<file path="config.mk">
export PLATFORM = sky130hd
export DESIGN_NAME = move_scheduler
export DESIGN_NICKNAME = d
export VERILOG_FILES = /design/src/rtl/snake_pkg.sv /design/src/rtl/dir_fifo.sv /design/src/rtl/move_scheduler.sv
export SDC_FILE = /design/constraint.sdc
export NUM_CORES = 1
export LEC_CHECK = 0
export CAP_MARGIN = 10
export CORE_AREA = 2 2 93 95
export CTS_CLUSTER_DIAMETER = 60
export DETAILED_ROUTE_END_ITERATION = 10
export DIE_AREA = 0 0 95 97
export PLACE_DENSITY = 0.46
export RECOVER_POWER = 100
export SLEW_MARGIN = 20
export SYNTH_ARGS = -nofsm -noshare
export SYNTH_HDL_FRONTEND = slang
export SYNTH_HIERARCHICAL = 1
export SYNTH_SLANG_ARGS = --single-unit
</file>
<file path="constraint.sdc">
create_clock -name clk -period 5.9 [get_ports clk]
set_input_delay 1.18 -clock clk [delete_from_list [all_inputs] [get_ports clk]]
set_output_delay 1.18 -clock clk [all_outputs]
set_load 0.01 [all_outputs]
</file>
<file path="src/rtl/snake_pkg.sv">
// Shared encodings for the snake game control blocks: game states, move directions.
// Latency: n/a (types, constants and a combinational helper only).
// Backpressure: n/a.
package snake_pkg;

    // game_state encodings driven by the game controller
    localparam logic [1:0] RUNNING = 2'b00;
    localparam logic [1:0] DIE     = 2'b01;
    localparam logic [1:0] INITIAL = 2'b10;

    // move direction encodings
    localparam logic [1:0] UP    = 2'b00;
    localparam logic [1:0] DOWN  = 2'b01;
    localparam logic [1:0] LEFT  = 2'b10;
    localparam logic [1:0] RIGHT = 2'b11;

    localparam logic [3:0] SPEED_MAX = 4'd15;

    // Opposite pairs differ only in bit 0 (up/down, left/right).
    function automatic logic [1:0] opposite_dir(input logic [1:0] dir);
        return {dir[1], ~dir[0]};
    endfunction

endpackage

</file>
<file path="src/rtl/dir_fifo.sv">
// Two-entry direction queue buffering turns that arrive between move ticks.
// Latency: push visible at head/tail the cycle after; pop takes effect the cycle after.
// Backpressure: a push while full is dropped (contents unchanged); a pop while empty is ignored.
//
// Ports:
//   clk, rst_n        clock, synchronous active-low reset
//   flush             empties the queue (wins over push/pop)
//   push, push_dat    enqueue a direction at the tail
//   pop               dequeue the head
//   full, empty       occupancy flags
//   head, tail        oldest / newest entry (tail == head with one entry)
module dir_fifo
    import snake_pkg::*;
(
    input  logic       clk,
    input  logic       rst_n,
    input  logic       flush,
    input  logic       push,
    input  logic [1:0] push_dat,
    input  logic       pop,
    output logic       full,
    output logic       empty,
    output logic [1:0] head,
    output logic [1:0] tail
);

    logic [1:0] ent0_q, ent0_d;   // head slot
    logic [1:0] ent1_q, ent1_d;   // second slot
    logic [1:0] cnt_q,  cnt_d;    // 0..2

    logic push_ok;
    logic pop_ok;

    assign full    = (cnt_q == 2'd2);
    assign empty   = (cnt_q == 2'd0);
    assign head    = ent0_q;
    assign tail    = full ? ent1_q : ent0_q;
    assign push_ok = push && !full;
    assign pop_ok  = pop && !empty;

    always_comb begin
        ent0_d = ent0_q;
        ent1_d = ent1_q;
        cnt_d  = cnt_q;
        if (flush) begin
            cnt_d = 2'd0;
        end else begin
            case ({push_ok, pop_ok})
                2'b10: begin
                    if (empty) begin
                        ent0_d = push_dat;
                    end else begin
                        ent1_d = push_dat;
                    end
                    cnt_d = cnt_q + 2'd1;
                end
                2'b01: begin
                    ent0_d = ent1_q;
                    cnt_d  = cnt_q - 2'd1;
                end
                2'b11: begin
                    // Only reachable with exactly one entry (push_ok needs !full,
                    // pop_ok needs !empty): the new entry replaces the popped head.
                    ent0_d = push_dat;
                end
                default: begin
                end
            endcase
        end
    end

    always_ff @(posedge clk) begin
        if (!rst_n) begin
            ent0_q <= RIGHT;
            ent1_q <= RIGHT;
            cnt_q  <= 2'd0;
        end else begin
            ent0_q <= ent0_d;
            ent1_q <= ent1_d;
            cnt_q  <= cnt_d;
        end
    end

endmodule

</file>
<file path="src/rtl/move_scheduler.sv">
// Snake move scheduler: turns button edges into queued turns and issues timed move requests.
// Latency: move_req rises the cycle after the tick (counter == period-1); a button edge is queued the cycle after it is seen.
// Backpressure: move_req/move_ack handshake; a tick while a request is pending sets sticky overrun and is otherwise skipped.
//
// Optional feature macro: MOVE_SPEEDUP_EN (food-driven speed levels shorten the move period).
//
// Ports:
//   clk, rst_n                 clock, synchronous active-low reset
//   game_state[1:0]            00 RUNNING, 01 DIE, 10 INITIAL
//   up, down, left, right      debounced level buttons
//   food_eaten                 single-cycle pulse
//   move_ack                   body datapath accepted the pending move
//   move_req, move_dir[1:0]    move request and its direction (stable while move_req)
//   speed_level[3:0]           current speed level
//   overrun                    sticky: a tick fired while move_req was pending
module move_scheduler
    import snake_pkg::*;
#(
    parameter int unsigned TICK_BASE = 12_500_000,
    parameter int unsigned TICK_STEP = 500_000,
    parameter int unsigned TICK_MIN  = 2_500_000
) (
    input  logic       clk,
    input  logic       rst_n,
    input  logic [1:0] game_state,
    input  logic       up,
    input  logic       down,
    input  logic       left,
    input  logic       right,
    input  logic       food_eaten,
    input  logic       move_ack,
    output logic       move_req,
    output logic [1:0] move_dir,
    output logic [3:0] speed_level,
    output logic       overrun
);

`ifdef MOVE_SPEEDUP_EN
    // max(TICK_BASE - lvl*TICK_STEP, TICK_MIN) without unsigned underflow.
    function automatic logic [31:0] calc_period(input logic [3:0] lvl);
        logic [31:0] red;
        red = 32'(lvl) * 32'(TICK_STEP);
        if (red >= 32'(TICK_BASE)) begin
            return 32'(TICK_MIN);
        end else if ((32'(TICK_BASE) - red) < 32'(TICK_MIN)) begin
            return 32'(TICK_MIN);
        end else begin
            return 32'(TICK_BASE) - red;
        end
    endfunction
`else
    // food_eaten has no effect when the speed-up feature is compiled out.
    logic unused_food_eaten;
    assign unused_food_eaten = food_eaten;
`endif

    // Button edge detection, bit order {up, down, left, right}.
    logic [3:0] btn_q, btn_d;
    logic [3:0] btn_rise;

    logic       cand_vld;
    logic [1:0] cand_dir;

    logic [1:0]  cur_dir_q,  cur_dir_d;
    logic        move_req_q, move_req_d;
    logic [3:0]  speed_q,    speed_d;
    logic        overrun_q,  overrun_d;
    logic [31:0] cnt_q,      cnt_d;
    // Period in force for the current counter lap; reloaded only at a wrap
    // so a speed change never shortens a lap that is already under way.
    logic [31:0] period_q,   period_d;
    logic [31:0] period_next;
    // Remembers INITIAL from the previous cycle, so cur_dir is forced to
    // RIGHT only on entry and a direction chosen in INITIAL is then held.
    logic        was_init_q, was_init_d;

    logic        fifo_push;
    logic        fifo_pop;
    logic        fifo_flush;
    logic        fifo_full;
    logic        fifo_empty;
    logic [1:0]  fifo_head;
    logic [1:0]  fifo_tail;

    logic [1:0]  ref_dir;
    logic        tick;
    logic        is_running;

    assign btn_d    = {up, down, left, right};
    assign btn_rise = btn_d & ~btn_q;

    // One candidate per cycle; fixed priority up > down > left > right.
    always_comb begin
        cand_vld = 1'b1;
        cand_dir = RIGHT;
        if (btn_rise[3]) begin
            cand_dir = UP;
        end else if (btn_rise[2]) begin
            cand_dir = DOWN;
        end else if (btn_rise[1]) begin
            cand_dir = LEFT;
        end else if (btn_rise[0]) begin
            cand_dir = RIGHT;
        end else begin
            cand_vld = 1'b0;
        end
    end

    // Turns are validated against the last direction the snake will have
    // taken once queued turns drain, not against the current heading.
    assign ref_dir    = fifo_empty ? cur_dir_q : fifo_tail;
    assign is_running = (game_state == RUNNING);
    assign tick       = is_running && (cnt_q == (period_q - 32'd1));
    assign was_init_d = (game_state == INITIAL);

    always_comb begin
        cur_dir_d   = cur_dir_q;
        move_req_d  = move_req_q;
        speed_d     = speed_q;
        overrun_d   = overrun_q;
        cnt_d       = cnt_q;
        period_d    = period_q;
        fifo_push   = 1'b0;
        fifo_pop    = 1'b0;
        fifo_flush  = 1'b0;
        period_next = 32'(TICK_BASE);

        case (game_state)
            RUNNING: begin
                cnt_d = tick ? 32'd0 : cnt_q + 32'd1;

                if (cand_vld && (cand_dir != ref_dir) &&
                    (cand_dir != opposite_dir(ref_dir))) begin
                    fifo_push = 1'b1;
                end

                if (move_req_q) begin
                    // Pending request: a tick is recorded as an overrun and
                    // the queue is left alone so no turn is lost.
                    if (tick) begin
                        overrun_d = 1'b1;
                    end
                    if (move_ack) begin
                        move_req_d = 1'b0;
                    end
                end else if (tick) begin
                    move_req_d = 1'b1;
                    if (!fifo_empty) begin
                        fifo_pop  = 1'b1;
                        cur_dir_d = fifo_head;
                    end
                end

`ifdef MOVE_SPEEDUP_EN
                if (food_eaten && (speed_q != SPEED_MAX)) begin
                    speed_d = speed_q + 4'd1;
                end
                period_next = calc_period(speed_d);
`endif
                if (tick) begin
                    period_d = period_next;
                end
            end

            INITIAL: begin
                fifo_flush = 1'b1;
                speed_d    = 4'd0;
                overrun_d  = 1'b0;
                move_req_d = 1'b0;
                cnt_d      = 32'd0;
`ifdef MOVE_SPEEDUP_EN
                period_next = calc_period(4'd0);
`endif
                period_d   = period_next;
                if (cand_vld) begin
                    cur_dir_d = cand_dir;
                end else if (!was_init_q) begin
                    cur_dir_d = RIGHT;
                end
            end

            default: begin
                // DIE (and the unused encoding): freeze direction, queue and
                // speed; drop any pending request and restart the lap.
                move_req_d = 1'b0;
                cnt_d      = 32'd0;
            end
        endcase
    end

    dir_fifo u_dir_fifo (
        .clk      (clk),
        .rst_n    (rst_n),
        .flush    (fifo_flush),
        .push     (fifo_push),
        .push_dat (cand_dir),
        .pop      (fifo_pop),
        .full     (fifo_full),
        .empty    (fifo_empty),
        .head     (fifo_head),
        .tail     (fifo_tail)
    );

    always_ff @(posedge clk) begin
        if (!rst_n) begin
            btn_q      <= 4'd0;
            cur_dir_q  <= RIGHT;
            move_req_q <= 1'b0;
            speed_q    <= 4'd0;
            overrun_q  <= 1'b0;
            cnt_q      <= 32'd0;
            period_q   <= 32'(TICK_BASE);
            was_init_q <= 1'b0;
        end else begin
            btn_q      <= btn_d;
            cur_dir_q  <= cur_dir_d;
            move_req_q <= move_req_d;
            speed_q    <= speed_d;
            overrun_q  <= overrun_d;
            cnt_q      <= cnt_d;
            period_q   <= period_d;
            was_init_q <= was_init_d;
        end
    end

    // cur_dir only changes on a pop, which coincides with move_req rising,
    // so move_dir is stable for the whole handshake.
    assign move_req    = move_req_q;
    assign move_dir    = cur_dir_q;
    assign speed_level = speed_q;
    assign overrun     = overrun_q;

endmodule
</file>
Word level (Yosys, flattened, before mapping)
Index checks and enable logic that the tools add are counted.

word-level totals
  register bits after elaboration = 79
  bits of input ports = 10
  output and inout port bits = 8
  logic and storage cells = 88

cells by class
  $add $sub $neg = 4
  equality and inequality tests = 14
  mux-type cells = 33
  bitwise operators = 7
  reduce and logical (&&, ||, !) cells = 20

operators by type and width
  operator                                                               number
  32-bit one-hot mux with 2 select lines                                 1
  32-bit by 1-bit adder with 32-bit output (second input constant)       1
  32-bit equality test                                                   1
  32-bit two-way mux                                                     1
  32-bit by 1-bit subtractor with 32-bit output (second input constant)  1
  2-bit two-way mux                                                      10
  1-bit two-way mux                                                      17
  2-bit != test (second input constant)                                  5
  3-bit AND reduction                                                    3
  2-bit equality test (second input constant)                            4
  2-bit one-hot mux with 2 select lines                                  2
  2-bit one-hot mux with 3 select lines                                  1
  1-bit logical AND                                                      5
  1-bit NOT                                                              5
  5-bit AND reduction                                                    1
  4-bit bitwise AND                                                      1
  2-bit zero test                                                        2
  2-bit != test                                                          2
  4-bit NOT                                                              1
  2-bit AND reduction                                                    2
  2-bit nonzero test                                                     2
  3-bit != test (second input constant)                                  1
  3-bit nonzero test                                                     1
  3-bit OR reduction                                                     1
  6 further kinds                                                        7

Longest topological paths before layout
Gate-level depths: netlist of run 1.

  depth in word-level cells = 14
  depth in mapped cells = 12
  depth with buffers taken out = 12

Hierarchy
Netlist of run 1, hierarchy kept.

by module, submodules not included
  module          instances  cells each  area an instance (µm²)  sequential area each (µm²)
  move_scheduler  1          233         2026.9                  820.8
  dir_fifo        1          41          361.6                   120.1

Worst setup path after synthesis of run 1
OpenSTA, ideal clock, no wires.

  path type = input-to-reg
  start point = input game_state[1]
  end point = register u_dir_fifo.cnt_q[1]
  library setup time = 0.116 ns
  arrival = 2.741 ns
  setup slack = 3.044 ns
  cell stages on the path = 11
  path buffers = 0
  cells stage by stage = nor4_1 nand2_1 nor2_1 nand2_1 nor4_1 o21ai_0 inv_1 ha_1 xor2_1 a21oi_1 a31o_1

between the ends
  word-level cells in the longest chain between the ends = 8
  elaborated cells between the ends (all ways) = 15

ends and longest elaborated chain
  item                                                                                   RTL line                                      source
  start: declaration                                                                     move_scheduler.sv:25                          input logic [1:0] game_state,
  2-bit zero test *                                                                      move_scheduler.sv:112, move_scheduler.sv:128
  1-bit logical AND                                                                      move_scheduler.sv:113                         assign tick = is_running && (cnt_q == (period_q - 32'd1));
  1-bit two-way mux                                                                      move_scheduler.sv:146                         end else if (tick) begin
  1-bit two-way mux                                                                      move_scheduler.sv:137                         if (move_req_q) begin
  1-bit two-way mux *                                                                    move_scheduler.sv:128                         case (game_state)
  net fifo_pop                                                                           move_scheduler.sv:78                          logic fifo_pop;
  1-bit logical AND *                                                                    dir_fifo.sv:39                                assign pop_ok = pop && !empty;
  2-bit by 1-bit equality test with 1-bit output or 2-bit equality test (tied branches)  dir_fifo.sv:48                                case ({push_ok, pop_ok})
  2-bit one-hot mux with 2 select lines or 2-bit nonzero test (tied branches)            n/a
  end signal: assignment                                                                 dir_fifo.sv:80                                cnt_q <= cnt_d;
  end: declaration                                                                       dir_fifo.sv:29                                logic [1:0] cnt_q, cnt_d;

The timed path passes the listed nets; every way through them passes the cells marked *.
A chain may end at the register's enable or synchronous reset.

Worst setup path in the final report of run 1
  start point = input game_state[0]
  end point = register u_dir_fifo.ent0_q[0] (netlist: u_dir_fifo/head[0])

between the ends
  word-level cells in the longest chain between the ends = 9
  elaborated cells between the ends (all ways) = 18

ends and longest elaborated chain
  item                                                                                   RTL line                                      source
  2-bit zero test *                                                                      move_scheduler.sv:112, move_scheduler.sv:128
  1-bit logical AND                                                                      move_scheduler.sv:113
  1-bit two-way mux                                                                      move_scheduler.sv:146
  1-bit two-way mux                                                                      move_scheduler.sv:137
  1-bit two-way mux *                                                                    move_scheduler.sv:128
  net fifo_pop                                                                           move_scheduler.sv:78
  1-bit logical AND *                                                                    dir_fifo.sv:39
  2-bit equality test or 2-bit by 1-bit equality test with 1-bit output (tied branches)  dir_fifo.sv:48
  2-bit != test (no line) or 3-bit nonzero test (tied branches)                          n/a
  3-bit AND reduction (no line)                                                          n/a
  end signal: assignment                                                                 dir_fifo.sv:78                                ent0_q <= ent0_d;
  end: declaration                                                                       dir_fifo.sv:27                                logic [1:0] ent0_q, ent0_d;

Marked as above.

==> results.txt, run 1 <==
Clock power share -> 35.4%
Total grt overflow -> 0
Seq pwr share -> 58.9%
Worst-path clk slew -> 0.09 ns
H-tree levels -> 2
CP most frequent cell -> o21ai_0
Worst setup SP type -> primary input
Via count -> 1,752
Status -> finished, final reports clean
CP cell instances -> dlygate4sd3_1, nor4_1, nand2_1, nor2_1, nand2_1, nor4_1, o21ai_0, ha_1, o21ai_0, o2111a_1, o21ai_0
Final setup vio count -> 0
DP HPWL -> 3.01 mm
RSZ-0062 raised after global routing -> false
Net switching power -> 131 uW
Worst Path Arrival -> 3.73 ns
Gr usage total -> 10.4%
Final min period -> 3.58 ns
Die ar. -> 9220 um^2
Max Cap Viol -> 0
Largest net degree at the start of global routing -> 33
Design internal power -> 417 uW
DP Area -> 2540 um^2
CTS root buf -> clkbuf_8
Gpl congestion -> 0.700
DR pass1 iterations -> 4
Setup CP Type -> primary input to flop
Final slew viol count -> 0
Worst Path Max Fanout -> 8
Starting density of the core -> 29.2%
Met3 Use GR -> 3.04%
Die Y-Extent -> 97 um
Place WS -> 2.16 ns
Initial antenna violation count -> 0
Number of global-route vias before repair -> 1,644
Largest stage delay on the critical path -> 0.60 ns
Number of clock sinks -> 47
Slowest library cell on the worst path -> dlygate4sd3_1
Met1 usage -> 14.9%
TNS Setup -> 0 ns
Syn Std Cell Area -> 2370 um^2
Diodes inserted -> 0
Via density -> 4.53
CTS Buf Count -> 5
Critical Path Sink Type -> flop
Endpoints failing hold -> 0
Clock skew -> 0.00589 ns
Synth Warn # -> 6
Drt wl/cell -> 11.4 um
Final worst slack -> 2.32 ns
Lkg Pwr -> 0.000846 uW
Min-delay src -> cnt_q[0]
GR Layer Usage met2 -> 14.8%
Busiest grt layer -> met1
Share of the core filled with cells -> 32.1%
Max Buffers Root-to-Sink -> 2
# fillers -> 864
Post-route ant nets -> 0
Initial DRC count -> 72
Worst min path class -> flop to flop
Worst Tran Pin Value -> 1.42 ns
Finished Cell Area -> 2610 um^2
Hold_buf cts -> 0
Row count -> 33
Max-slew headroom -> 5.63%
Worst r2r src -> cnt_q[0]
Worst-skew pair later-pin latency -> 0.30 ns
VDD IR-drop max -> 0.0674 mV
Nets -> 295
Fmax achieved -> 280 MHz
Pwr Density -> 210 nW/um^2
Synth-to-layout area growth -> 10.1%
Post-CTS sizing -> 0
DRC -> 0
First-pass GRT wire length -> 7.68 mm
Ports -> 18
Post-CTS setup buffer count -> 0
Fin crit share -> 60.6%
Logic pwr share -> 5.7%
Sw Share -> 23.8%
Syn Inst Count -> 272
Critical path origin -> game_state[0]
Total chip power -> 548 uW
Routed Wire Length -> 4.41 mm
Layout cells sized above 1 -> 6.74%
Crit path required time -> 6.06 ns
CTS tree -> yes
Mean Syn Cell Area -> 8.73 um^2
# port buffers -> 12
Die width -> 95 um
Core area -> 8130 um^2
## stage by stage
step | std cells | hold slack [ns]
global placement | 379 | 0.430
CTS | 387 | 0.454
global route | 387 | 0.487
detailed placement | 379 | 0.440
floorplan | 275 | 0.413
finish | 387 | 0.449
## registers in the layout (all words and copies together), names as in the netlist
name / flops
move_req: 1
u_dir_fifo/cnt_q: 2
u_dir_fifo/head: 2
cnt_q: 32
u_dir_fifo/ent1_q: 2
move_dir: 2
overrun: 1
was_init_q: 1
btn_q: 4
## power by group through the flow
| stage | clock [uW] | sequential, uW | combinational [uW] |
|---|---|---|---|
| 2_1_floorplan | 0 | 330 | 22.8 |
| 5_1_grt | 217 | 324 | 35.6 |
| 3_5_place_dp | 0 | 331 | 32.7 |
| 3_3_place_gp | 0 | 331 | 32.7 |
| 4_1_cts | 205 | 323 | 33.0 |
| 6_report | 194 | 323 | 31.1 |
## worst paths after layout
kind	to	slack, ns	cells after the start
setup reg to reg	cnt_q[10]	3.04	7
hold reg to reg	cnt_q[0]	0.45	1
hold / removal	cnt_q[0]	0.45	1
setup / recovery	u_dir_fifo/head[0]	2.32	11
## critical path: cells and delay by family
kind,cells,cell delay [ns]
buf+inv,1,0.60
fa+ha+maj,1,0.24
simple gates,5,0.85
compound gates,4,0.85
## metal layers
metal | vias to the layer above | part of all wire [%]
li1 | 928 | -
met1 | 792 | 53
met2 | 28 | 42
met3 | 4 | 3.7
met4 | 0 | 1.0
met5 | - | 0
## final cells by class
type	count	area (um^2)	area share, %
Timing Repair Buffer	13	124	4.74
Sequential cell	47	941	36.0
Clock inverter	2	12.5	0.479
Multi-Input combinational cell	201	1280	49.1
Tap cell	105	131	5.03
Inverter	13	48.8	1.87
Clock buffer	6	72.6	2.78
## placed cells by master (no fill, tap or decap), types with 6 or more instances in the layout
cell type and n:
xor2_1 6, dlygate4sd3_1 7, xnor2_1 26, inv_1 13, a21oi_1 7, dfxtp_1 47
o21ai_0 7, nor4_1 9, nand3_1 7, nor2_1 48, nand2_1 22, nor3_1 8
and2_1 6
Note: power is estimated with default switching activity, not from simulation.
==> inputs of run 2 (changes only) <==
clock period = 3.6 ns   (was 5.9 ns; I/O delays follow)
==> results.txt, run 2 (synthesis gave the netlist of run 1 again) <==
Status -> finished, final reports clean
DR pass1 iterations -> 4 (unchanged)
Worst setup SP type -> primary input
Commonest non-fill, non-tap cells in the layout -> 48 x nor2_1, 47 x dfxtp_1, 26 x xnor2_1
H-tree levels -> 2 (unchanged)
Number of clock sinks -> 47 (unchanged)
DRC -> 0 (unchanged)
Final min period -> 2.98 ns
Die ar. -> 9220 um^2 (unchanged)
Worst Path Arrival -> 3.12 ns (-0.61 ns)
# fillers -> 856 (-0.93%)
Gpl congestion -> 0.715 (+2.1%)
Largest regs -> cnt_q x32, btn_q x4
DP Area -> 2540 um^2 (+0.30%)
Max reg flops -> 32 (unchanged)
Gr usage total -> 10.8% (+0.43 points)
First-pass GRT wire length -> 8.11 mm (+5.7%)
Setup CP Type -> primary input to flop
Post-CTS setup buffer count -> 0 (unchanged)
Critical Path Sink Type -> flop
Fmax achieved -> 336 MHz
DP HPWL -> 3.15 mm (+4.8%)
Fin crit share -> 82.6%
Largest net degree at the start of global routing -> 33 (unchanged)
Via count -> 1,754 (+0.11%)
Final slew viol count -> 0 (unchanged)
CTS root buf -> clkbuf_8
Via density -> 4.52 (-0.14%)
Initial DRC count -> 61 (-15%)
VDD IR-drop max -> 0.129 mV (+91%)
Largest register by flop count -> cnt_q
Reg area -> 941 um^2 (unchanged)
CTS Buf Count -> 5 (unchanged)
Starting density of the core -> 29.2% (unchanged)
Pwr Density -> 376 nW/um^2 (+79%)
Die Y-Extent -> 97 um (unchanged)
Post-route ant nets -> 0 (unchanged)
Die width -> 95 um (unchanged)
Worst Tran Pin Value -> 0.760 ns (-0.655 ns)
Worst-path clk slew -> 0.09 ns (about the same)
Core area -> 8130 um^2 (unchanged)
Endpoints failing hold -> 0 (unchanged)
Finished Cell Area -> 2640 um^2 (+0.86%)
Worst min path class -> flop to flop
CTS tree -> yes
Total grt overflow -> 0 (unchanged)
Synth-to-layout area growth -> 11.1%
Initial antenna violation count -> 0 (unchanged)
Commonest non-fill, non-tap cell in the layout -> nor2_1
TNS Setup -> 0 ns (unchanged)
Drt wl/cell -> 11.9 um (+4.1%)
Nets -> 296 (+0.34%)
# port buffers -> 12 (unchanged)
Hold_buf cts -> 0 (unchanged)
Lkg Pwr -> 0.000870 uW (+2.7%)
Layout cells sized above 1 -> 7.07% (+0.33 points)
Worst-skew pair later-pin latency -> 0.30 ns (about the same)
Post-CTS sizing -> 0 (unchanged)
Ports -> 18 (unchanged)
Routed Wire Length -> 4.60 mm (+4.4%)
Cells after DPL -> 380 (+0.26%)
Footprint of the multi-input gates -> 1270 um^2 (-1.2%)
Max Cap Viol -> 0 (unchanged)
Worst Path Max Fanout -> 8 (unchanged)
RSZ-0062 raised after global routing -> false
Final setup vio count -> 0 (unchanged)
Number of global-route vias before repair -> 1,689 (+2.7%)
Max Buffers Root-to-Sink -> 2 (unchanged)
Crit path required time -> 3.75 ns (-2.31 ns)
Clock skew -> 0.00953 ns (+0.00365 ns)
Post-layout instance count excluding filler cells -> 388 (+0.26%)
Diodes inserted -> 0 (unchanged)
Max-slew headroom -> 48.8% (+43 points)
Total chip power -> 990 uW (+81%)
Row count -> 33 (unchanged)
==> run 2: cell count changes in the layout (fill, tap and decap cells not counted) <==
cell and change:
clkdlybuf4s50_1 +2, dlygate4sd3_1 -2, bufinv_16 +1, clkbuf_1 -1
clkbuf_2 +1, clkbuf_8 +1, clkinvlp_4 -1, nor4_1 +1
nor4_4 -1
==> run 2: layout make-up <==
type | count | area share [%]
repair buffers | 14 | 4.89
well taps | 105 | 4.98
flip-flops and latches | 47 | 35.7
multi-input cells | 201 | 48.1
inverters | 13 | 1.85
clock buffers | 6 | 3.13
clock inverters | 2 | 1.33
==> run 2: worst paths after layout <==
kind                             from              endpoint  slack [ns]  cells past startpoint
setup / recovery        game_state[1]    u_dir_fifo/head[0]        0.62                     11
hold / removal               cnt_q[0]              cnt_q[0]        0.45                      1
setup reg to reg  u_dir_fifo/cnt_q[0]  u_dir_fifo/ent1_q[0]        0.86                     12
hold reg to reg              cnt_q[0]              cnt_q[0]        0.45                      1
==> run 2: metal layers <==
metal / track usage, % / part of all wire [%] / vias to the layer above
met3: 2.80 / 3.2 / 5
met1: 15.7 / 55 / 800
met4: 3.34 / 0.85 / 0
li1: - / - / 925
met5: 0 / 0 / -
met2: 15.5 / 41 / 24
==> run 2: worst max-delay path, stage by stage <==
cell and delay, ns:
clkdlybuf4s50_1 0.47, nor4_1 0.41, nand2_1 0.09, nor2_1 0.10, nand2_1 0.06, nor4_1 0.19, o21ai_0 0.20, ha_1 0.24
o21ai_0 0.29, o2111a_1 0.29, o21ai_0 0.07
==> run 2: power breakdown <==
part	leakage [uW]	internal [uW]	switching (uW)	total, uW
Sequential	0.000380	526	3.77	530
Combinational	0.000428	23.0	29.0	52.0
Clock	0.0000612	225	184	409
Total	0.000870	774	217	990
==> run 2: stage by stage <==
step                hold WS, ns  utilization, %  setup slack, ns
floorplan                 0.413               -             1.20
global placement          0.431            31.3            0.404
detailed placement        0.435            31.3            0.356
CTS                       0.449            32.7            0.674
global route              0.462            32.4            0.247
finish                    0.446            32.4            0.625
==> inputs of run 3 (changes only) <==
clock period = 2.9 ns   (was 3.6 ns; I/O delays follow)
==> results.txt, run 3 (synthesis gave the netlist of run 1 again) <==
Status -> finished, final reports clean
Drt wl/cell -> 11.7 um (-1.5%)
Final min period -> 2.68 ns
Design internal power -> 855 uW (+10%)
Total grt overflow -> 0 (unchanged)
Fin crit share -> 92.6%
Cells after DPL -> 386 (+1.6%)
Routed Wire Length -> 4.60 mm (about the same)
Initial DRC count -> 48 (-21%)
CTS root buf -> clkbuf_8
Nets -> 302 (+2.0%)
Worst-skew pair later-pin latency -> 0.30 ns (about the same)
Worst Path Arrival -> 2.87 ns (-0.25 ns)
Clock power share -> 35.3% (-6.0 points)
Sw Share -> 24.0% (+2.1 points)
WHS Path Cells -> 1 (unchanged)
Lkg Pwr -> 0.000883 uW (+1.6%)
Endpoints failing hold -> 0 (unchanged)
Diodes inserted -> 0 (unchanged)
Post-route ant nets -> 0 (unchanged)
Die ar. -> 9220 um^2 (unchanged)
Hold slack -> 0.446 ns (+0.000205 ns)
Post-layout instance count excluding filler cells -> 394 (+1.5%)
Largest stage delay on the critical path -> 0.42 ns (-0.05 ns)
Largest regs -> cnt_q x32, btn_q x4
Via count -> 1,768 (+0.80%)
Max-slew headroom -> 54.4% (+5.6 points)
Commonest non-fill, non-tap cell in the layout -> nor2_1
Post-CTS setup buffer count -> 0 (unchanged)
# port buffers -> 12 (unchanged)
Synth-to-layout area growth -> 11.9%
Slowest library cell on the worst path -> clkdlybuf4s50_1
Die Y-Extent -> 97 um (unchanged)
Setup CP Type -> primary input to flop
Number of clock sinks -> 47 (unchanged)
CP Depth -> 12 (+1)
Worst-path clk slew -> 0.09 ns (about the same)
Worst Path Max Fanout -> 4 (-4)
CP top delay family -> simple AND/OR/NAND/NOR gates
Starting density of the core -> 29.2% (unchanged)
Max Cap Viol -> 0 (unchanged)
Number of global-route vias before repair -> 1,669 (-1.2%)
Worst setup SP type -> primary input
Gr usage total -> 10.7% (-0.082 points)
CTS tree -> yes
Fmax achieved -> 373 MHz
Gpl congestion -> 0.732 (+2.4%)
Clock skew -> 0.00878 ns (-0.000750 ns)
H-tree levels -> 2 (unchanged)
Row count -> 33 (unchanged)
CTS Buf Count -> 5 (unchanged)
TNS Setup -> 0 ns (unchanged)
Via density -> 4.49 (-0.74%)
First-pass GRT wire length -> 8.00 mm (-1.4%)
RSZ-0062 raised after global routing -> false
Final slew viol count -> 0 (unchanged)
CP cell instances -> clkdlybuf4s50_1, nor4_1, buf_4, nand2_1, nor2_1, nand2_1, nor4_1, o21ai_0, ha_1, nor2_1, o2111a_1, o21ai_1
DRC -> 0 (unchanged)
VDD IR-drop max -> 0.162 mV (+25%)
Worst Tran Pin Value -> 0.684 ns (-0.0762 ns)
Net switching power -> 270 uW (+25%)
Largest net degree at the start of global routing -> 33 (unchanged)
Max reg flops -> 32 (unchanged)
Met1 usage -> 15.6% (-0.15 points)
GR Layer Usage met2 -> 15.7% (+0.16 points)
Critical Path Sink Type -> flop
# fillers -> 871 (+1.8%)
Post-CTS sizing -> 0 (unchanged)
Worst Reg-to-Reg Cells -> 11 (-1)
Ports -> 18 (unchanged)
DR pass1 iterations -> 4 (unchanged)
Seq pwr share -> 58.5% (+5.0 points)
Max Buffers Root-to-Sink -> 2 (unchanged)
Pwr Density -> 423 nW/um^2 (+13%)
Commonest non-fill, non-tap cells in the layout -> 48 x nor2_1, 47 x dfxtp_1, 26 x xnor2_1
Met3 Use GR -> 2.41% (-0.39 points)
Initial antenna violation count -> 0 (unchanged)
Buffers & Inverters on Critical Path -> 2 (+1)
Busiest grt layer -> met2
Logic pwr share -> 6.2% (+0.9 points)
Crit path required time -> 3.09 ns (-0.66 ns)
Largest register by flop count -> cnt_q
Worst min path class -> flop to flop
Hold_buf cts -> 0 (unchanged)
Final setup vio count -> 0 (unchanged)
Core area -> 8130 um^2 (unchanged)
Die width -> 95 um (unchanged)
DP HPWL -> 3.14 mm (-0.45%)
Layout cells sized above 1 -> 9.34% (+2.3 points)
==> run 3: power groups by stage <==
stage / clock (uW) / combinational, uW / sequential, uW
after floorplan: 0 / 46.5 / 672
after global placement: 0 / 72.2 / 673
after detailed placement: 0 / 71.9 / 673
after CTS: 416 / 72.3 / 658
after global routing: 439 / 79.4 / 659
final: 397 / 70.2 / 657
==> run 3: per-layer routing <==
| metal | vias up | routed length [um] |
|---|---|---|
| met2 | 28 | 2000 |
| li1 | 934 | - |
| met3 | 2 | 124 |
| met4 | 0 | 29 |
| met5 | - | 0 |
| met1 | 804 | 2440 |
==> run 3: area by class of cell <==
class                      instances  area [um^2]  share of cell area (%)
clock buffer                       6         72.6                    2.73
timing repair buffer              20          178                    6.69
tap                              105          131                    4.95
clock inverter                     2         12.5                   0.471
multi-input combinational        201         1270                    47.9
sequential                        47          941                    35.4
inverter                          13         48.8                    1.84
==> run 3: stage by stage <==
step                power (uW)  util (%)  setup slack, ns  instance area (um^2)
finish                    1120      32.7            0.216                  2660
global route              1180      32.7           0.0293                  2660
CTS                       1150      32.9            0.209                  2670
detailed placement         745      31.8           -0.107                  2590
global placement           745      31.8           -0.159                  2590
floorplan                  718         -            0.624                  2380
==> run 3: final timing paths <==
path	slack, ns	from	endpoint
min reg2reg	0.45	cnt_q[0]	cnt_q[0]
max	0.22	game_state[1]	u_dir_fifo/head[1]
min	0.45	cnt_q[0]	cnt_q[0]
max reg2reg	0.33	u_dir_fifo/cnt_q[0]	u_dir_fifo/head[1]
